<file path="src/rtl/can_pkg.sv">
// can_pkg: constants shared by the CAN TX and RX bit-stream paths.
//   CAN_CRC_W     : CRC-15 width of classic CAN
//   CAN_CRC_POLY  : CRC-15 generator polynomial (x^15 implied)
//   CAN_STUFF_LEN : identical consecutive bits that force a stuff bit
//   can_crc_step  : advances the CRC register by one bus bit
package can_pkg;

  localparam int                  CAN_CRC_W     = 15;
  localparam logic [CAN_CRC_W-1:0] CAN_CRC_POLY = 15'h4599;
  localparam int                  CAN_STUFF_LEN = 5;

  function automatic logic [CAN_CRC_W-1:0] can_crc_step(input logic [CAN_CRC_W-1:0] crc,
                                                        input logic                 din);
    logic nxt;
    nxt = din ^ crc[CAN_CRC_W-1];
    return {crc[CAN_CRC_W-2:0], 1'b0} ^ (nxt ? CAN_CRC_POLY : '0);
  endfunction

endpackage

</file>
<file path="src/rtl/can_destuff.sv">
// can_destuff: removes stuff bits from the sampled RX bit stream.
//   clk_can_i, rst_i : CAN core clock, asynchronous active-low reset
//   sample_i         : rx_bit_i is valid this cycle (bit sample point)
//   rx_bit_i         : sampled bus level (0 = dominant)
//   sof_i            : SOF bit; restarts the run counter and clears the error
//   stuff_en_i       : stuffing region active
//   data_o           : combinational: the current sample is a data bit
//   stuff_err_o      : registered, sticky stuff error until the next SOF
module can_destuff
  import can_pkg::*;
#(
  parameter int STUFF_LEN = CAN_STUFF_LEN
) (
  input  logic clk_can_i,
  input  logic rst_i,
  input  logic sample_i,
  input  logic rx_bit_i,
  input  logic sof_i,
  input  logic stuff_en_i,
  output logic data_o,
  output logic stuff_err_o
);

  localparam int RUN_W = $clog2(STUFF_LEN + 1);

  logic [RUN_W-1:0] run_cnt;
  logic             last_bit;
  logic             is_stuff;

  // NOTE: every always_comb output is assigned on every path, so no latch can be inferred.
  always_comb begin
    is_stuff = (run_cnt == RUN_W'(STUFF_LEN));
    data_o   = sample_i & (sof_i | (stuff_en_i & ~is_stuff));
  end

  always_ff @(posedge clk_can_i or negedge rst_i) begin
    if (!rst_i) begin
      run_cnt     <= '0;
      last_bit    <= 1'b1;
      stuff_err_o <= 1'b0;
    end else if (sample_i) begin
      if (sof_i) begin
        run_cnt     <= RUN_W'(1);
        last_bit    <= rx_bit_i;
        stuff_err_o <= 1'b0;
      end else if (!stuff_en_i) begin
        // Leaving the stuffing region forgets the run, so re-entry never expects a stuff bit first.
        run_cnt <= '0;
      end else if (is_stuff) begin
        // A stuff bit starts a new run; an equal-level "stuff bit" is an error but also restarts the run.
        run_cnt  <= RUN_W'(1);
        last_bit <= rx_bit_i;
        if (rx_bit_i == last_bit) stuff_err_o <= 1'b1;
      end else begin
        run_cnt  <= (rx_bit_i == last_bit) ? run_cnt + RUN_W'(1) : RUN_W'(1);
        last_bit <= rx_bit_i;
      end
    end
  end

endmodule

</file>
<file path="src/rtl/can_rx_destuff_crc.sv">
// can_rx_destuff_crc: RX destuffing plus CRC-15 computation and check.
//   clk_can_i, rst_i : CAN core clock, asynchronous active-low reset
//   sample_i, rx_bit_i, sof_i, stuff_en_i : sampled bit stream and framing
//   crc_phase_i      : destuffed bits belong to the received CRC sequence
//   check_i          : CRC delimiter sample, requests a verdict
//   bit_valid_o/bit_o: destuffed data bit strobe and value
//   stuff_err_o      : sticky stuff error
//   crc_ok_o/crc_err_o : one-cycle verdict pulses (mutually exclusive)
//   crc_calc_o       : running CRC over SOF..data
module can_rx_destuff_crc
  import can_pkg::*;
#(
  parameter int STUFF_LEN = CAN_STUFF_LEN,
  parameter int CRC_W     = CAN_CRC_W
) (
  input  logic             clk_can_i,
  input  logic             rst_i,
  input  logic             sample_i,
  input  logic             rx_bit_i,
  input  logic             sof_i,
  input  logic             stuff_en_i,
  input  logic             crc_phase_i,
  input  logic             check_i,
  output logic             bit_valid_o,
  output logic             bit_o,
  output logic             stuff_err_o,
  output logic             crc_ok_o,
  output logic             crc_err_o,
  output logic [CRC_W-1:0] crc_calc_o
);

  localparam int CNT_W = $clog2(CRC_W + 1);

  logic             data_take;
  logic [CRC_W-1:0] rx_crc;
  logic [CNT_W-1:0] crc_cnt;

  can_destuff #(.STUFF_LEN(STUFF_LEN)) u_destuff (
    .clk_can_i   (clk_can_i),
    .rst_i       (rst_i),
    .sample_i    (sample_i),
    .rx_bit_i    (rx_bit_i),
    .sof_i       (sof_i),
    .stuff_en_i  (stuff_en_i),
    .data_o      (data_take),
    .stuff_err_o (stuff_err_o)
  );

  // NOTE: sequential state uses non-blocking assignments so every register sees pre-edge values.
  always_ff @(posedge clk_can_i or negedge rst_i) begin
    if (!rst_i) begin
      bit_valid_o <= 1'b0;
      bit_o       <= 1'b0;
      crc_ok_o    <= 1'b0;
      crc_err_o   <= 1'b0;
      crc_calc_o  <= '0;
      rx_crc      <= '0;
      crc_cnt     <= '0;
    end else begin
      bit_valid_o <= data_take;
      if (data_take) bit_o <= rx_bit_i;

      // Verdict uses the state accumulated before this edge; a stuff error always forces a fail.
      crc_ok_o  <= 1'b0;
      crc_err_o <= 1'b0;
      if (check_i) begin
        if (crc_cnt == CNT_W'(CRC_W) && rx_crc == crc_calc_o && !stuff_err_o) crc_ok_o  <= 1'b1;
        else                                                                 crc_err_o <= 1'b1;
      end

      if (sample_i && sof_i) begin
        // The SOF bit is the first CRC input, seeded from zero.
        crc_calc_o <= can_crc_step('0, rx_bit_i);
        rx_crc     <= '0;
        crc_cnt    <= '0;
      end else if (data_take) begin
        if (crc_phase_i) begin
          rx_crc <= {rx_crc[CRC_W-2:0], rx_bit_i};
          if (crc_cnt != CNT_W'(CRC_W)) crc_cnt <= crc_cnt + CNT_W'(1);
        end else begin
          crc_calc_o <= can_crc_step(crc_calc_o, rx_bit_i);
        end
      end
    end
  end

endmodule

</file>
<file path="config.mk">
export PLATFORM = sky130hd
export DESIGN_NAME = can_rx_destuff_crc
export DESIGN_NICKNAME = d
export VERILOG_FILES = /design/src/rtl/can_pkg.sv /design/src/rtl/can_destuff.sv /design/src/rtl/can_rx_destuff_crc.sv
export SDC_FILE = /design/constraint.sdc
export NUM_CORES = 1
export LEC_CHECK = 0
export CAP_MARGIN = 10
export CORE_UTILIZATION = 50
export DETAILED_ROUTE_END_ITERATION = 10
export GPL_TIMING_DRIVEN = 0
export PLACE_DENSITY_LB_ADDON = 0.1
export SLEW_MARGIN = 5
export SYNTH_ARGS = -nofsm -noshare
export SYNTH_HDL_FRONTEND = slang
export SYNTH_SLANG_ARGS = --single-unit
export TNS_END_PERCENT = 1
</file>
<file path="constraint.sdc">
create_clock -name clk_can_i -period 2.41 [get_ports clk_can_i]
set_input_delay 0.241 -clock clk_can_i [delete_from_list [all_inputs] [get_ports clk_can_i]]
set_output_delay 0.241 -clock clk_can_i [all_outputs]
set_load 0.02 [all_outputs]
</file>
==> qor.yml <==
status:
  status: "complete, no violations"
worst_hold_path:
  holdCritPathClass: "input port to asynchronous set/reset pin"
drt:
  wl_per_cell_um: 16.8
  drc: 0
  drt_first_pass_iters: 4
  drtIter0Drc: 164
  viasPerCell: 5.73
  wl_um: 4830
  vias: 1644
  final_antenna_net_count: 0
timing:
  tightest_slew_ns: 0.476
  slew_violations: 0
  setup_tns_ns: 0
  relSlewSlack: 0.683
  timing.fmax_ghz: 0.526
  finalHoldViolCount: 0
  holdWs_ns: 0.413
  setup_viol: 0
  min_period_over_period: 0.788
  fin_skew_ns: 0.0154
  min_period_ns: 1.90
  rsz0062_at_grt: "no"
  setup_ws_ns: 0.510
final_layout:
  n_antenna_cell: 0
  layout_commonest_cell: "dfrtp_1"
  syn_to_final_growth_pct: 20.7
  seq_area_mm2: 0.00108
  multi_input_comb_area_mm2: 0.00102
  nFillCells: 326
  nets: 247
  final_cell_mix: "42 x dfrtp_1, 26 x xnor2_1, 25 x clkdlybuf4s50_1, 23 x nor2_1, 14 x a22o_1"
  layout-drive-gt1-share: 0.127
critical_path:
  slowest_stage: "dfrtp_1"
  critPathRequiredTime_ns: 2.59
  setup.worst_path.end_class: "register"
  critical-path-max-stage-delay_ns: 0.43
  critPathMaxFanout: 7
  worstReg2RegStart: "u_destuff.run_cnt[0]"
  reg2reg_depth: 6
  start_kind: "register"
  cpLargestDelayFamily: "compound AO/OA/AOI/OAI gates"
  startpoint: "u_destuff.run_cnt[0]"
  worstPathCellList: "ha_1 > a21bo_4 > o21ai_4 > and2_1 > buf_6 > mux2_4"
  worstReg2RegEnd: "crc_calc_o[0]"
  path_class: "register to register"
  r2r_slack_ns: 0.51
  arrival_ns: 2.08
  cp.buffers_inverters: 1
die:
  fp-row-count: 23
  start_util: 0.532
  die_area_mm2: 0.00461
  die_w_um: 67.9
  fp.dieH_um: 67.9
  core_area_mm2: 0.00409
  io_pins: 28
yosys:
  ys.flop_type: "dfrtp_1"
  synth_cell_types: 41
  syn_inst: 201
  syn_area_mm2: 0.00217
  synth_nets: 212
  synth-async-reset-ratio: 1.00
  ys_seq_elements: 43
  yosys_warnings: 0
  synth_seq_area_share: 0.496
  synth_edf_count: 0
  avgSynthCellArea_um2: 10.8
clocking:
  cts-root-buf: "clkbuf_8"
  postCtsSetupRepairBufs: 0
  cts_max_level: 2
  clk_path_buf_depth: 2
  path_clk_slew_ns: 0.10
  numCtsBuffers: 5
  insertion_delay_ns: 0.31
  cts_tree: "built"
  cts_sinks: 43
global_route:
  grt_pass1_vias: 1603
  grt_pass1_wl_um: 8020
  grt_util_all_layers: 0.240
  antenna_found_initial: 0
  overflow: 0
  grt_max_degree: 26
placement:
  dp_hpwl_um: 3410
  dp_worst_setup_slack_ns: 0.399
  port-buffer-count: 26
  gp_congestion: 0.812
power:
  p_leak_nw: 1.17
  vdd_drop_max_mv: 0.438
  power_density_mw_per_mm2: 721
run:
  maxCapViolCount: 0
## repair_timing
item,4_1_cts,5_1_grt
hold buffers,1,0
hold endpoints to repair,17,0
gates resized for setup,0,0
## flip-flops by register name, summed over array words and instances (netlist names)
signal and flops:
crc_calc_o 15, u_destuff.run_cnt 3, crc_cnt 4, crc_err_o 1, u_destuff.stuff_err_o 1, bit_valid_o 1
rx_crc 15, u_destuff.last_bit 1, crc_ok_o 1, bit_o 1
## report_power, final
| group | switching (mW) | total, mW | internal [mW] |
|---|---|---|---|
| logic | 0.269 | 0.534 | 0.265 |
| clock network | 0.274 | 0.481 | 0.207 |
| registers | 0.0873 | 0.877 | 0.790 |
| total | 0.630 | 1.89 | 1.26 |
## worst max path at each step
stage / end / slack (ns) / cells after the start
detailed placement: crc_calc_o[0] / 0.40 / 6
CTS: crc_calc_o[0] / 0.53 / 6
global route: crc_calc_o[0] / 0.44 / 6
finish: crc_calc_o[0] / 0.51 / 6
global placement: rx_crc[0] / 0.06 / 1
floorplan: crc_calc_o[0] / 0.69 / 6
## layout make-up
type / count / share of cell area
flip-flops and latches: 43 / 0.411
multi-input cells: 144 / 0.389
repair buffers: 28 / 0.112
clock buffers: 5 / 0.0262
plain buffers: 11 / 0.0248
well taps: 50 / 0.0239
clock inverters: 3 / 0.00954
inverters: 3 / 0.00429
## per-stage QoR
step / utilization / total power [mW] / std cells / cell area, um2
after global routing: 0.642 / 1.98 / 287 / 2620
after global placement: 0.611 / 1.40 / 277 / 2500
after detailed placement: 0.616 / 1.42 / 278 / 2520
final: 0.642 / 1.89 / 287 / 2620
after floorplan: - / 1.21 / 201 / 2170
after CTS: 0.642 / 1.90 / 287 / 2620
## worst reg2reg max path, stage by stage, from the launching register on
cell and delay [ns]:
dfrtp_1 0.43, ha_1 0.26, a21bo_4 0.26, o21ai_4 0.22, and2_1 0.18, buf_6 0.13
mux2_4 0.30
## cells in the mapped netlist (all sizes together), types with 4 or more instances
| master | n | area, um2 |
|---|---|---|
| nand3 | 4 | 20.0 |
| mux2i | 10 | 100 |
| nor2 | 24 | 92.6 |
| dfrtp | 42 | 1050 |
| xnor2 | 26 | 228 |
| nand4 | 4 | 25.0 |
| nand2 | 10 | 37.5 |
| a22o | 15 | 133 |
| o21ai | 4 | 31.3 |
| a21oi | 10 | 50.1 |
| buf | 10 | 61.3 |
## routing by layer
layer | wire, um | GRT usage | up-vias
met5 | 0 | 0 | -
met4 | 36 | 0.0807 | 0
met3 | 284 | 0.0533 | 4
met2 | 2230 | 0.368 | 59
met1 | 2280 | 0.333 | 809
li1 | - | - | 772
## cell families (layout without fill, tap and decap cells)
family	count (synthesis)	count (layout)	share of synthesized area
AOI/OAI and AO/OA	41	41	0.144
xor gates and xnor gates	29	29	0.117
adders and majority gates	3	3	0.0173
buffers and inverters	14	50	0.0351
DFF	43	43	0.496
muxes	13	13	0.0633
and+or+nand+nor	58	58	0.128
No activity file was read; power rests on OpenSTA's default activity.
